File: src/rtl/sc_colision_nv.sv
// sc_colision_nv: lane reader and frog collision monitor.
// Registers the overlap of one lane's vehicle pattern with the frog mask.
// On a hit it pulses HIT_OUT, takes a life and holds a respawn request until
// ACK_IN. After that it ignores overlaps for a fixed hold-off window, and it
// latches game-over once the lives run out.
// Optional build macro: SC_COLISION_EDGE_DETECT_EN. When it is defined, only a
// rising edge of the registered overlap counts as a hit. When it is undefined,
// the level of the overlap counts.
module sc_colision_nv #(
  parameter int unsigned DATAWIDTH_BUS     = 8,
  parameter int unsigned DATAWIDTH_LIVES   = 2,
  parameter int unsigned LIVES_INIT        = 3,
  parameter int unsigned DATAWIDTH_HOLDOFF = 5,
  parameter int unsigned HOLDOFF_CYCLES    = 16
) (
  input  logic                       SC_COLISION_CLOCK_50,
  input  logic                       SC_COLISION_RESET,
  input  logic [DATAWIDTH_BUS-1:0]   SC_COLISION_LANE_IN,
  input  logic [DATAWIDTH_BUS-1:0]   SC_COLISION_FROG_IN,
  input  logic                       SC_COLISION_ENABLE_IN,
  input  logic                       SC_COLISION_ACK_IN,
  output logic                       SC_COLISION_HIT_OUT,
  output logic                       SC_COLISION_PENDING_OUT,
  output logic [DATAWIDTH_LIVES-1:0] SC_COLISION_LIVES_OUT,
  output logic                       SC_COLISION_GAMEOVER_OUT,
  output logic [2:0]                 SC_COLISION_STATE_OUT
);

  typedef enum logic [2:0] {
    ST_IDLE     = 3'd0,
    ST_MONITOR  = 3'd1,
    ST_HIT      = 3'd2,
    ST_HOLDOFF  = 3'd3,
    ST_GAMEOVER = 3'd4
  } state_t;

  localparam logic [DATAWIDTH_LIVES-1:0]   LIVES_RST    = DATAWIDTH_LIVES'(LIVES_INIT);
  localparam logic [DATAWIDTH_LIVES-1:0]   LIVES_ONE    = DATAWIDTH_LIVES'(1);
  localparam logic [DATAWIDTH_HOLDOFF-1:0] HOLDOFF_LOAD = DATAWIDTH_HOLDOFF'(HOLDOFF_CYCLES - 1);
  localparam logic [DATAWIDTH_HOLDOFF-1:0] HOLDOFF_ONE  = DATAWIDTH_HOLDOFF'(1);

  state_t                       state_q, state_d;
  logic [DATAWIDTH_LIVES-1:0]   lives_q, lives_d;
  logic [DATAWIDTH_HOLDOFF-1:0] cnt_q, cnt_d;
  logic                         hit_q, hit_d;
  logic                         pending_q, pending_d;
  logic                         gameover_q, gameover_d;
  logic                         overlap_q, overlap_d;
  logic                         hit_cond_c;

  assign overlap_d = |(SC_COLISION_LANE_IN & SC_COLISION_FROG_IN);

`ifdef SC_COLISION_EDGE_DETECT_EN
  logic overlap_prev_q;

  // Delayed overlap so that only a fresh overlap counts as a hit
  always_ff @(posedge SC_COLISION_CLOCK_50) begin
    if (SC_COLISION_RESET) overlap_prev_q <= 1'b0;
    else                   overlap_prev_q <= overlap_q;
  end

  assign hit_cond_c = overlap_q & ~overlap_prev_q;
`else
  assign hit_cond_c = overlap_q;
`endif

  // Sample stage and FSM/output registers
  always_ff @(posedge SC_COLISION_CLOCK_50) begin
    if (SC_COLISION_RESET) begin
      state_q    <= ST_IDLE;
      lives_q    <= LIVES_RST;
      cnt_q      <= '0;
      hit_q      <= 1'b0;
      pending_q  <= 1'b0;
      gameover_q <= 1'b0;
      overlap_q  <= 1'b0;
    end else begin
      state_q    <= state_d;
      lives_q    <= lives_d;
      cnt_q      <= cnt_d;
      hit_q      <= hit_d;
      pending_q  <= pending_d;
      gameover_q <= gameover_d;
      overlap_q  <= overlap_d;
    end
  end

  // Next-state, lives, hold-off counter and flag logic
  always_comb begin
    state_d    = state_q;
    lives_d    = lives_q;
    cnt_d      = cnt_q;
    hit_d      = 1'b0;
    pending_d  = pending_q;
    gameover_d = gameover_q;
    unique case (state_q)
      ST_IDLE: begin
        if (SC_COLISION_ENABLE_IN) state_d = ST_MONITOR;
      end
      ST_MONITOR: begin
        if (!SC_COLISION_ENABLE_IN) begin
          state_d = ST_IDLE;
        end else if (hit_cond_c) begin
          hit_d = 1'b1;
          if (lives_q != '0) lives_d = lives_q - LIVES_ONE;
          if (lives_q <= LIVES_ONE) begin
            state_d    = ST_GAMEOVER;
            gameover_d = 1'b1;
            pending_d  = 1'b0;
          end else begin
            state_d   = ST_HIT;
            pending_d = 1'b1;
          end
        end
      end
      ST_HIT: begin
        // Only the first acknowledged cycle matters, because the state moves on
        if (SC_COLISION_ACK_IN) begin
          pending_d = 1'b0;
          cnt_d     = HOLDOFF_LOAD;
          state_d   = ST_HOLDOFF;
        end
      end
      ST_HOLDOFF: begin
        if (!SC_COLISION_ENABLE_IN) begin
          state_d = ST_IDLE;
          cnt_d   = '0;
        end else if (cnt_q == '0) begin
          state_d = ST_MONITOR;
        end else begin
          cnt_d = cnt_q - HOLDOFF_ONE;
        end
      end
      ST_GAMEOVER: begin
        gameover_d = 1'b1;
        pending_d  = 1'b0;
        lives_d    = '0;
      end
      default: begin
        state_d = ST_IDLE;
      end
    endcase
  end

  assign SC_COLISION_HIT_OUT      = hit_q;
  assign SC_COLISION_PENDING_OUT  = pending_q;
  assign SC_COLISION_LIVES_OUT    = lives_q;
  assign SC_COLISION_GAMEOVER_OUT = gameover_q;
  assign SC_COLISION_STATE_OUT    = state_q;

endmodule

File: config.mk
export PLATFORM = sky130hd
export DESIGN_NAME = sc_colision_nv
export DESIGN_NICKNAME = d
export VERILOG_FILES = /design/src/rtl/sc_colision_nv.sv
export SDC_FILE = /design/constraint.sdc
export NUM_CORES = 1
export LEC_CHECK = 0
export BUFFER_PORTS_ARGS = -buffer_cell sky130_fd_sc_hd__buf_2
export CORE_MARGIN = 1.5
export CORE_UTILIZATION = 30
export CTS_CLUSTER_DIAMETER = 80
export DETAILED_ROUTE_END_ITERATION = 12
export HOLD_SLACK_MARGIN = 0.1
export SYNTH_ARGS = -nofsm -noshare
export SYNTH_HDL_FRONTEND = slang
export SYNTH_SLANG_ARGS = --single-unit
File: constraint.sdc
create_clock -name SC_COLISION_CLOCK_50 -period 2.95 [get_ports SC_COLISION_CLOCK_50]
set_clock_uncertainty 0.2 [all_clocks]
set_input_delay 0.4425 -clock SC_COLISION_CLOCK_50 [delete_from_list [all_inputs] [get_ports SC_COLISION_CLOCK_50]]
set_output_delay 0.4425 -clock SC_COLISION_CLOCK_50 [all_outputs]
set_load 0.05 [all_outputs]
==> impl_summary.log, run 1 <==
INFO  metric drt_wl_total = 1.72 mm
INFO  metric place_inst = 147
INFO  metric timing_worst_slew_pin_value = 0.401 ns
INFO  metric critical-path-slowest-cell = sky130_fd_sc_hd__or4b_4
INFO  metric seq_area = 280 sq um
INFO  metric timing.max_slew.rel_slack = 0.732
INFO  metric sequential_cell_area_fraction_in_the_yosys_report = 0.347
INFO  metric power_density = 458 nW/um^2
INFO  metric fin_tns_setup = 0 ns
INFO  metric fmax = 527 MHz
INFO  metric antenna_found_initial = 0
INFO  metric gpl.final_weighted_congestion = 0.811
INFO  metric final_util = 0.394
INFO  metric timing.critical_path.from_type = flip-flop
INFO  metric cpLargestDelayFamily = simple AND/OR/NAND/NOR gates
INFO  metric worst_skew_pair.late_latency = 0.28 ns
INFO  metric count_leader_synth = sky130_fd_sc_hd__dfxtp_1
INFO  metric synth_flop_cell = sky130_fd_sc_hd__dfxtp_1
INFO  metric synth_nets = 118
INFO  metric drive_above_1_share = 0.314
INFO  metric synth_top_cell_by_area = sky130_fd_sc_hd__dfxtp_1
INFO  metric grt_max_degree = 16
INFO  metric htree_num_levels = 1
INFO  metric syn-mean-instance-area = 8.51 sq um
INFO  metric post_layout_nonfiller_instances = 151
INFO  metric die_h = 54.9 microns
INFO  metric finalCritPeriodShare = 0.643
INFO  metric detailed_place_hpwl = 1.27 mm
INFO  metric cts_sinks = 14
INFO  metric netlist_area = 808 sq um
INFO  metric ctsResizeCount = 0
INFO  metric floorplan.io_pins = 28
INFO  metric avgRoutedWirePerCell = 11.4 microns
INFO  metric slowest_delay = 0.51 ns
INFO  metric netlist_instances = 95
INFO  metric hold_violations = 0
INFO  metric postCtsSetupRepairBufs = 0
INFO  metric ir_worst_vdd = 0.276 mV
INFO  metric finalSetupViolations = 0
INFO  metric worst_ep_arrival_time = 1.86 ns
INFO  metric avgViaCountPerCell = 5.13
INFO  metric ys_top_cells_by_area = sky130_fd_sc_hd__dfxtp_1 (35%), sky130_fd_sc_hd__ha_1 (4.6%), sky130_fd_sc_hd__nand2b_1 (4.6%), sky130_fd_sc_hd__a21oi_1 (3.7%), sky130_fd_sc_hd__a22oi_1 (3.7%)
INFO  metric cts.reportedPaths.clkPinSlew = 0.09 ns
INFO  metric cellLeakagePower = 0.421 nW
INFO  metric globalRouteTotalUtil = 0.140
INFO  metric multi_input_area = 474 sq um
INFO  metric critical_path_peak_fanout = 5
INFO  metric ant_nets = 0
INFO  metric cp-end-kind = flip-flop
INFO  metric post-synth-top-area-fraction = 0.347
INFO  metric design.final.nets = 145
INFO  metric rsz_0062_raised_after_global_routing = false
INFO  metric globalRoute.totalOverflow = 0
INFO  metric cts_made_buffers = 3
INFO  metric root_buffer = sky130_fd_sc_hd__clkbuf_4
INFO  metric n_fill_cell = 274
INFO  metric final_period_minus_worst_setup_slack = 1.90 ns
INFO  metric cp_cell_sequence = inv_1 -> ha_1 -> or4b_4 -> o221a_4 -> o22ai_1 -> nor2_1
INFO  metric synth_async_sr_flop_share = 0
INFO  metric critical_path_class = reg2reg
INFO  metric ys_top_cells_by_count = sky130_fd_sc_hd__dfxtp_1 (14), sky130_fd_sc_hd__inv_1 (7), sky130_fd_sc_hd__nor2_1 (7)
INFO  metric dr.first_iter.drc_count = 23
INFO  metric initial_core_util = 0.320
INFO  metric required_arrival_time_at_the_worst_endpoint = 2.92 ns
INFO  metric min-delay-path-class = reg2reg
INFO  metric maxCapViolCount = 0
INFO  metric die_width = 54.9 microns
INFO  metric max-clock-path-buffers = 2
INFO  metric number_of_global_route_vias_before_repair = 684
INFO  metric synth_edf_count = 0
INFO  metric post_route_drc_violation_count = 0
INFO  metric synth.lib_cells_used.distinct = 39
INFO  metric floorplan.rows = 18
INFO  metric synth.yosys.warnings = 0
INFO  metric detailedRoute.firstPassIterationCount = 4
INFO  metric die-area = 3010 sq um
INFO  metric port_buffers = 27
INFO  metric area_growth_syn_to_layout = 22.9%
INFO  metric ant_diodes = 0
INFO  metric cp_num_buf_inv = 1
INFO  metric total_number_of_vias = 775
INFO  metric ys_ff_latch = 14
INFO  metric status = finished clean
INFO  metric maxSlewViolCount = 0
INFO  metric global_route_wire_length_before_repair = 3.01 mm
INFO  metric cts_tree = done
INFO  metric cts_hold_buffers = 0
INFO  metric fp.coreArea = 2520 sq um
[flip-flops by register name, indices dropped and copies added (netlist names)]
name                      flops
cnt_q                         5
SC_COLISION_STATE_OUT         3
SC_COLISION_LIVES_OUT         2
SC_COLISION_GAMEOVER_OUT      1
SC_COLISION_HIT_OUT           1
SC_COLISION_PENDING_OUT       1
hit_cond_c                    1
[worst register-to-register path, delay by kind of cell, from the launching register on]
family | cells | cell delay, ns
adders and majority gates | 1 | 0.21
buffers and inverters | 1 | 0.08
AOI/OAI and AO/OA | 2 | 0.42
DFF | 1 | 0.33
and+or+nand+nor | 2 | 0.56
[placed cells by master, fill, tap and decap left out, types with 2 or more instances in the layout]
cell type                  netlist  layout
sky130_fd_sc_hd__a22oi_1         4       4
sky130_fd_sc_hd__clkbuf_4        0       3
sky130_fd_sc_hd__o21ai_2         2       2
sky130_fd_sc_hd__nand2_1         4       4
sky130_fd_sc_hd__o21ai_1         2       2
sky130_fd_sc_hd__a211oi_1        2       2
sky130_fd_sc_hd__a21oi_1         6       6
sky130_fd_sc_hd__inv_1           7       7
sky130_fd_sc_hd__nor2_1          7       7
sky130_fd_sc_hd__o211ai_1        2       2
sky130_fd_sc_hd__ha_1            3       3
sky130_fd_sc_hd__dfxtp_1        14      14
sky130_fd_sc_hd__buf_2           4      27
sky130_fd_sc_hd__o31ai_1         2       2
sky130_fd_sc_hd__nand2b_1        6       6
sky130_fd_sc_hd__nor2b_1         2       2
sky130_fd_sc_hd__a211o_1         2       2
sky130_fd_sc_hd__nor3_1          4       4
[final timing paths]
path                       startpoint                  endpoint  slack, ns  cells past startpoint
min reg2reg  SC_COLISION_GAMEOVER_OUT  SC_COLISION_GAMEOVER_OUT       0.26                      2
max reg2reg                  cnt_q[0]                  cnt_q[1]       1.05                      6
max                          cnt_q[0]                  cnt_q[1]       1.05                      6
min          SC_COLISION_GAMEOVER_OUT  SC_COLISION_GAMEOVER_OUT       0.26                      2
[power breakdown]
part	switching (mW)	internal (mW)	leakage [nW]
combinational	0.0601	0.0427	0.287
clock	0.0639	0.0750	0.0210
sequential	0.0144	0.199	0.114
total	0.139	0.316	0.421
[per-stage QoR]
stage | power, mW | hold WS [ns] | area [sq um] | setup slack (ns)
2_1_floorplan | 0.292 | 0.271 | 808 | 1.03
3_3_place_gp | 0.318 | 0.236 | 957 | 1.13
3_5_place_dp | 0.320 | 0.241 | 957 | 1.07
4_1_cts | 0.461 | 0.259 | 993 | 1.05
5_1_grt | 0.482 | 0.291 | 993 | 0.948
6_report | 0.455 | 0.257 | 993 | 1.05
[cells by family (layout without fill, tap and decap cells)]
logic type | count (synthesis) | after routing | share of synthesized area
fa+ha+maj | 3 | 3 | 0.0464
mux | 1 | 1 | 0.0124
buf+inv | 13 | 39 | 0.0666
compound gates | 31 | 31 | 0.296
flops | 14 | 14 | 0.347
simple gates | 33 | 33 | 0.232
[per-layer routing]
| metal | GRT usage | vias up | routed length [microns] |
|---|---|---|---|
| met1 | 0.193 | 348 | 929 |
| met5 | 0 | - | 0 |
| li1 | - | 399 | - |
| met2 | 0.198 | 26 | 680 |
| met3 | 0.0349 | 2 | 92 |
| met4 | 0.0772 | 0 | 19 |
[layout make-up]
class	count	area share
sequential	14	0.282
inverter	8	0.0302
tap	30	0.0378
timing repair buffer	27	0.136
multi-input combinational	68	0.477
clock buffer	4	0.0365
No activity file was read; power rests on OpenSTA's default activity.
==> run 2, diff against run 1 <==
==> constraint.sdc (replaced) <==
create_clock -name SC_COLISION_CLOCK_50 -period 1.7 [get_ports SC_COLISION_CLOCK_50]
set_clock_uncertainty 0.2 [all_clocks]
set_input_delay 0.255 -clock SC_COLISION_CLOCK_50 [delete_from_list [all_inputs] [get_ports SC_COLISION_CLOCK_50]]
set_output_delay 0.255 -clock SC_COLISION_CLOCK_50 [all_outputs]
set_load 0.05 [all_outputs]
==> run 2 against run 1 <==
The run now ends with setup timing left. Routed wire length up 7.5%. Sequential share of layout area down 1.8 points. Core utilization up 4.0 points. Cell count up 6.0%. Via count up 4.8%. First-iteration DRC count down 35%. Critical path depth unchanged. Power up 81%. Setup slack worse by 1.1 ns. Maximum frequency up 6.9%. Clock-buffer cell count unchanged. Register-to-register slack worse by 1.1 ns.
==> impl_summary.log, run 2 (synthesized netlist as in run 1, its figures left out) <==
INFO  metric max-clock-path-buffers = 2 (unchanged)
INFO  metric grt_max_degree = 16 (unchanged)
INFO  metric final_common_cell = sky130_fd_sc_hd__buf_2
INFO  metric cts.reportedPaths.clkPinSlew = 0.09 ns (about the same)
INFO  metric ant_nets = 0 (unchanged)
INFO  metric min-delay-path-class = in2reg
INFO  metric timing.critical_path.from_type = flip-flop
INFO  metric maxSlewViolCount = 0 (unchanged)
INFO  metric design.final.nets = 154 (+6.2%)
INFO  metric most_frequent_cells_in_the_layout = sky130_fd_sc_hd__buf_2 (27), sky130_fd_sc_hd__dfxtp_1 (7), sky130_fd_sc_hd__dfxtp_2 (7), sky130_fd_sc_hd__nor2_1 (7), sky130_fd_sc_hd__buf_4 (7)
INFO  metric initial_core_util = 0.320 (unchanged)
INFO  metric globalRouteTotalUtil = 0.145 (+0.00443)
INFO  metric antenna_found_initial = 0 (unchanged)
INFO  metric floorplan.io_pins = 28 (unchanged)
INFO  metric place_inst = 154 (+4.8%)
INFO  metric cellLeakagePower = 0.470 nW (+11%)
INFO  metric critical_path_class = reg2reg
INFO  metric avgViaCountPerCell = 5.08 (-1.1%)
INFO  metric floorplan.rows = 18 (unchanged)
INFO  metric power_density = 754 nW/um^2 (+65%)
INFO  metric avgRoutedWirePerCell = 11.6 microns (+1.4%)
INFO  metric fin_total_pwr = 0.824 mW (+81%)
INFO  metric finalSetupViolations = 5 (+5)
INFO  metric ant_diodes = 0 (unchanged)
INFO  metric detailed_place_hpwl = 1.38 mm (+8.8%)
INFO  metric critical_path_peak_fanout = 5 (unchanged)
INFO  metric worst_skew_pair.late_latency = 0.28 ns (about the same)
INFO  metric status = finished with violations
INFO  metric timing_worst_slew_pin_value = 0.305 ns (-0.0962 ns)
INFO  metric post_layout_worst_setup_margin = -0.0744 ns (-1.13 ns)
INFO  metric htree_num_levels = 1 (unchanged)
INFO  metric post_layout_nonfiller_instances = 160 (+6.0%)
INFO  metric required_arrival_time_at_the_worst_endpoint = 1.67 ns (-1.25 ns)
INFO  metric fin_tns_setup = -0.177 ns (-0.177 ns)
INFO  metric drt_wl_total = 1.85 mm (+7.5%)
INFO  metric slowest_delay = 0.48 ns (-0.03 ns)
INFO  metric cts_sinks = 14 (unchanged)
INFO  metric rsz_0062_raised_after_global_routing = true
INFO  metric hold_violations = 0 (unchanged)
INFO  metric critical-path-slowest-cell = sky130_fd_sc_hd__or4b_4
INFO  metric global_route_wire_length_before_repair = 3.11 mm (+3.4%)
INFO  metric total_number_of_vias = 812 (+4.8%)
INFO  metric die_h = 54.9 microns (unchanged)
INFO  metric fmax = 564 MHz (+6.9%)
INFO  metric detailedPlace.worstSlack = -0.110 ns (-1.18 ns)
INFO  metric area_growth_syn_to_layout = 35.3%
INFO  metric timing.max_slew.rel_slack = 0.795 (+0.0629)
INFO  metric drive_above_1_share = 0.431 (+0.117)
INFO  metric violations_in_the_final_reports = setup timing
INFO  metric largest_register = cnt_q
INFO  metric flip_flop_count_of_the_largest_register_all_copies_and_words_added = 5 (unchanged)
INFO  metric finalCritPeriodShare = 1.04 (+0.401)
INFO  metric die_width = 54.9 microns (unchanged)
INFO  metric maxCapViolCount = 0 (unchanged)
INFO  metric cts_tree = done
INFO  metric port_buffers = 27 (unchanged)
INFO  metric worst_ep_arrival_time = 1.74 ns (-0.12 ns)
INFO  metric ir_worst_vdd = 0.463 mV (+68%)
INFO  metric gpl.final_weighted_congestion = 0.816 (+0.60%)
INFO  metric fp.coreArea = 2520 sq um (unchanged)
INFO  metric final_period_minus_worst_setup_slack = 1.77 ns (-0.122 ns)
INFO  metric dr.first_iter.drc_count = 15 (-35%)
INFO  metric number_of_global_route_vias_before_repair = 743 (+8.6%)
INFO  metric root_buffer = sky130_fd_sc_hd__clkbuf_4
INFO  metric die-area = 3010 sq um (unchanged)
INFO  metric cts_made_buffers = 3 (unchanged)
INFO  metric post_route_drc_violation_count = 0 (unchanged)
INFO  metric cp_cell_sequence = inv_2 -> ha_4 -> or4b_4 -> o221a_4 -> o22ai_2 -> nor2_1
INFO  metric cp_num_buf_inv = 1 (unchanged)
INFO  metric globalRoute.totalOverflow = 0 (unchanged)
INFO  metric final_util = 0.434 (+0.0397)
INFO  metric detailedRoute.firstPassIterationCount = 4 (unchanged)
INFO  metric cpLargestDelayFamily = simple AND/OR/NAND/NOR gates
INFO  metric cp-end-kind = flip-flop
## run 2: cell count changes in the layout (fill, tap and decap cells not counted)
cell                            change
sky130_fd_sc_hd__dlygate4sd3_1      +2
sky130_fd_sc_hd__o22ai_1            -1
sky130_fd_sc_hd__ha_4               +1
sky130_fd_sc_hd__o22ai_2            +1
sky130_fd_sc_hd__dfxtp_2            +7
sky130_fd_sc_hd__inv_1              -2
sky130_fd_sc_hd__ha_1               -1
sky130_fd_sc_hd__inv_2              +2
sky130_fd_sc_hd__buf_4              +7
sky130_fd_sc_hd__dfxtp_1            -7
## run 2: path summary, 6_finish.rpt
path                       startpoint                        to  slack [ns]  cells after the start
max                          cnt_q[1]                  cnt_q[1]       -0.07                      6
min                 SC_COLISION_RESET  SC_COLISION_STATE_OUT[2]        0.12                      2
max reg2reg                  cnt_q[1]                  cnt_q[1]       -0.07                      6
min reg2reg  SC_COLISION_GAMEOVER_OUT  SC_COLISION_GAMEOVER_OUT        0.25                      2
## run 2: through the flow
stage,area (sq um),hold WS [ns]
after floorplan,830,0.149
after global placement,1030,0.234
after detailed placement,1030,0.245
after CTS,1090,0.113
after global routing,1090,0.139
final,1090,0.121
## run 2: layout make-up
type / instances / area [sq um]
clock buffer: 4 / 36.3
fill: 264 / 1430
inverter: 8 / 30.0
multi-input combinational: 68 / 493
sequential: 14 / 289
tap: 30 / 37.5
timing repair buffer: 36 / 208
## run 2: what timing repair did
item / CTS / global route
setup endpoints to repair: 5 / 6
setup buffers: 0 / 0
hold endpoints to repair: 1 / 0
cloned: 0 / 0
resized for setup: 1 / 0
hold buffers: 2 / 0
pin swaps: 2 / 1
## run 2: metal layers
layer	vias up	routed length [microns]	GRT usage
met3	2	94	0.0323
met2	26	866	0.248
li1	422	-	-
met1	362	880	0.178
met5	-	0	0
met4	0	10	0.0488
## run 2: power by group
part / internal [mW] / switching (mW)
clock network: 0.130 / 0.116
logic: 0.0947 / 0.119
registers: 0.347 / 0.0179
==> run 3, diff against run 2 <==
--- a/config.mk
+++ b/config.mk
@@ -11,6 +11,7 @@
 export CTS_CLUSTER_DIAMETER = 80
 export DETAILED_ROUTE_END_ITERATION = 12
 export HOLD_SLACK_MARGIN = 0.1
+export PLACE_DENSITY = 0.62
 export SYNTH_ARGS = -nofsm -noshare
 export SYNTH_HDL_FRONTEND = slang
 export SYNTH_SLANG_ARGS = --single-unit
==> run 3 against run 2 <==
The run still ends with setup timing left. Combinational power rose by 4%. Sequential share of layout area fell by 0.59 points. Cell count rose by 1.9%. Sequential power barely moved. Global-route usage rose by 0.39 points. Routed wire length rose by 10%. Critical path depth did not move. Maximum frequency fell by 2.9%. Highest routed layer unchanged. Register-to-register slack got worse by 0.05 ns. Largest cell class unchanged. Critical path type unchanged. Clock power fell by 2%. Core utilization rose by 0.99 points.
==> impl_summary.log, run 3 (synthesized netlist as in run 1, its figures left out) <==
INFO  metric final_util = 0.443 (+0.00992)
INFO  metric fp.coreArea = 2520 sq um (unchanged)
INFO  metric critical-path-slowest-cell = sky130_fd_sc_hd__or4b_4
INFO  metric detailedRoute.firstPassIterationCount = 4 (unchanged)
INFO  metric timing.max_slew.rel_slack = 0.781 (-0.0140)
INFO  metric critical_path_class = reg2reg
INFO  metric drt_wl_total = 2.04 mm (+10%)
INFO  metric gpl.final_weighted_congestion = 0.883 (+8.3%)
INFO  metric power_density = 743 nW/um^2 (-1.4%)
INFO  metric htree_num_levels = 1 (unchanged)
INFO  metric cp-end-kind = flip-flop
INFO  metric cp_cell_sequence = inv_2 -> ha_4 -> or4b_4 -> o221a_4 -> o22ai_1 -> nor2_1
INFO  metric cellLeakagePower = 0.483 nW (+2.8%)
INFO  metric drive_above_1_share = 0.451 (+0.0204)
INFO  metric port_buffers = 27 (unchanged)
INFO  metric design.final.nets = 157 (+1.9%)
INFO  metric seq_area = 289 sq um (unchanged)
INFO  metric globalRoute.totalOverflow = 0 (unchanged)
INFO  metric timing.rr.start = cnt_q[0]
INFO  metric min_path_cells = 3 (+1)
INFO  metric die_width = 54.9 microns (unchanged)
INFO  metric hold_violations = 0 (unchanged)
INFO  metric r2r_setup_slack = -0.13 ns (-0.05 ns)
INFO  metric cts_made_buffers = 3 (unchanged)
INFO  metric violations_in_the_final_reports = setup timing
INFO  metric area_growth_syn_to_layout = 38.4%
INFO  metric ir_worst_vdd = 0.378 mV (-18%)
INFO  metric worst_ep_arrival_time = 1.80 ns (+0.06 ns)
INFO  metric number_of_global_route_vias_before_repair = 760 (+2.3%)
INFO  metric hold_path_end = hit_cond_c
INFO  metric avgRoutedWirePerCell = 12.5 microns (+8.2%)
INFO  metric most_frequent_cells_in_the_layout = sky130_fd_sc_hd__buf_2 (27), sky130_fd_sc_hd__buf_4 (10), sky130_fd_sc_hd__dfxtp_1 (7), sky130_fd_sc_hd__dfxtp_2 (7), sky130_fd_sc_hd__nor2_1 (7)
INFO  metric maxCapViolCount = 0 (unchanged)
INFO  metric total_number_of_vias = 829 (+2.1%)
INFO  metric min-delay-path-class = in2reg
INFO  metric initial_core_util = 0.320 (unchanged)
INFO  metric cts.reportedPaths.clkPinSlew = 0.09 ns (about the same)
INFO  metric timing.critical_path.from_type = flip-flop
INFO  metric detailed_place_hpwl = 1.46 mm (+5.8%)
INFO  metric rsz_0062_raised_after_global_routing = true
INFO  metric slowest_delay = 0.48 ns (about the same)
INFO  metric worstHoldStart = SC_COLISION_FROG_IN[0]
INFO  metric floorplan.rows = 18 (unchanged)
INFO  metric flip_flop_count_of_the_largest_register_all_copies_and_words_added = 5 (unchanged)
INFO  metric post_layout_worst_setup_margin = -0.127 ns (-0.0531 ns)
INFO  metric status = finished with violations
INFO  metric cts_sinks = 14 (unchanged)
INFO  metric multi_input_area = 495 sq um (+0.51%)
INFO  metric antenna_found_initial = 0 (unchanged)
INFO  metric worstReg2RegEnd = cnt_q[1]
INFO  metric largest_register = cnt_q
INFO  metric final_period_minus_worst_setup_slack = 1.83 ns (+0.0531 ns)
INFO  metric global_route_wire_length_before_repair = 3.15 mm (+1.4%)
INFO  metric max-clock-path-buffers = 2 (unchanged)
INFO  metric ant_nets = 0 (unchanged)
INFO  metric cts_tree = done
INFO  metric avgViaCountPerCell = 5.09 (+0.21%)
INFO  metric finalCritPeriodShare = 1.07 (+0.0313)
INFO  metric worst_r2r_path_depth = 6 (unchanged)
INFO  metric floorplan.io_pins = 28 (unchanged)
INFO  metric die_h = 54.9 microns (unchanged)
INFO  metric grt_max_degree = 16 (unchanged)
INFO  metric dr.first_iter.drc_count = 9 (-6)
INFO  metric ant_diodes = 0 (unchanged)
INFO  metric detailedPlace.worstSlack = -0.123 ns (-0.0137 ns)
INFO  metric globalRouteTotalUtil = 0.149 (+0.00386)
INFO  metric required_arrival_time_at_the_worst_endpoint = 1.67 ns (about the same)
INFO  metric n_fill_cell = 267 (+1.1%)
INFO  metric maxSlewViolCount = 0 (unchanged)
INFO  metric final_design_area_no_fill = 1120 sq um (+2.3%)
INFO  metric fmax = 547 MHz (-2.9%)
INFO  metric timing_worst_slew_pin_value = 0.327 ns (+0.0226 ns)
INFO  metric place_area = 1020 sq um (-0.73%)
INFO  metric die-area = 3010 sq um (unchanged)
INFO  metric post_route_drc_violation_count = 0 (unchanged)
INFO  metric critical_path_peak_fanout = 5 (unchanged)
INFO  metric root_buffer = sky130_fd_sc_hd__clkbuf_4
INFO  metric worst_skew_pair.late_latency = 0.28 ns (about the same)
INFO  metric final_common_cell = sky130_fd_sc_hd__buf_2
INFO  metric finalSetupViolations = 6 (+1)
run 3: cell count changes in the layout (fill, tap and decap cells not counted):
cell,delta
sky130_fd_sc_hd__o21ai_1,-1
sky130_fd_sc_hd__a211oi_1,-1
sky130_fd_sc_hd__o22ai_1,+1
sky130_fd_sc_hd__a211oi_2,+1
sky130_fd_sc_hd__o22ai_2,-1
sky130_fd_sc_hd__buf_4,+3
sky130_fd_sc_hd__o21ai_2,+1
run 3: area by class of cell:
| class | count | share of cell area |
|---|---|---|
| sequential | 14 | 0.258 |
| multi-input combinational | 68 | 0.443 |
| tap | 30 | 0.0336 |
| timing repair buffer | 39 | 0.206 |
| clock buffer | 4 | 0.0324 |
| inverter | 8 | 0.0268 |
run 3: metrics by stage:
step	TNS, ns	std cells	hold slack [ns]	total power, mW
floorplan	-0.133	95	0.149	0.513
global placement	-0.197	153	0.235	0.574
detailed placement	-0.349	153	0.237	0.579
CTS	-0.272	161	0.103	0.838
global route	-0.848	163	0.126	0.882
finish	-0.471	163	0.103	0.831
run 3: worst max-delay path by stage:
stage | from | to | cells past startpoint
floorplan | cnt_q[1] | cnt_q[1] | 6
global placement | cnt_q[1] | cnt_q[1] | 6
detailed placement | cnt_q[1] | cnt_q[1] | 6
CTS | cnt_q[0] | cnt_q[1] | 6
global route | cnt_q[0] | cnt_q[1] | 6
finish | cnt_q[0] | cnt_q[1] | 6
run 3: per-layer routing:
layer,vias up,global-route usage,share of wire
met5,-,0,0
met4,0,0.0610,0.014
met3,4,0.0349,0.062
met2,33,0.260,0.49
met1,368,0.173,0.44
li1,424,-,-
run 3: what timing repair did:
item                                    4_1_cts  5_1_grt
endpoints found under the setup margin        6        6
hold endpoints to repair                      1        0
setup buffers                                 2        2
pin swaps                                     4        2
gates resized for setup                       0        2
hold buffers                                  2        0
cloned                                        0        0
run 3: where the power goes:
group          internal [mW]  leakage, nW  switching, mW
clock network          0.130       0.0210          0.112
logic                  0.100        0.347          0.123
registers              0.347        0.115         0.0185
run 3: worst max-delay path, delay by kind of cell (launching register included):
family | cells | cell delay [ns]
and+or+nand+nor | 2 | 0.53
AOI/OAI and AO/OA | 2 | 0.42
DFF | 1 | 0.34
adders and majority gates | 1 | 0.13
buffers and inverters | 1 | 0.08
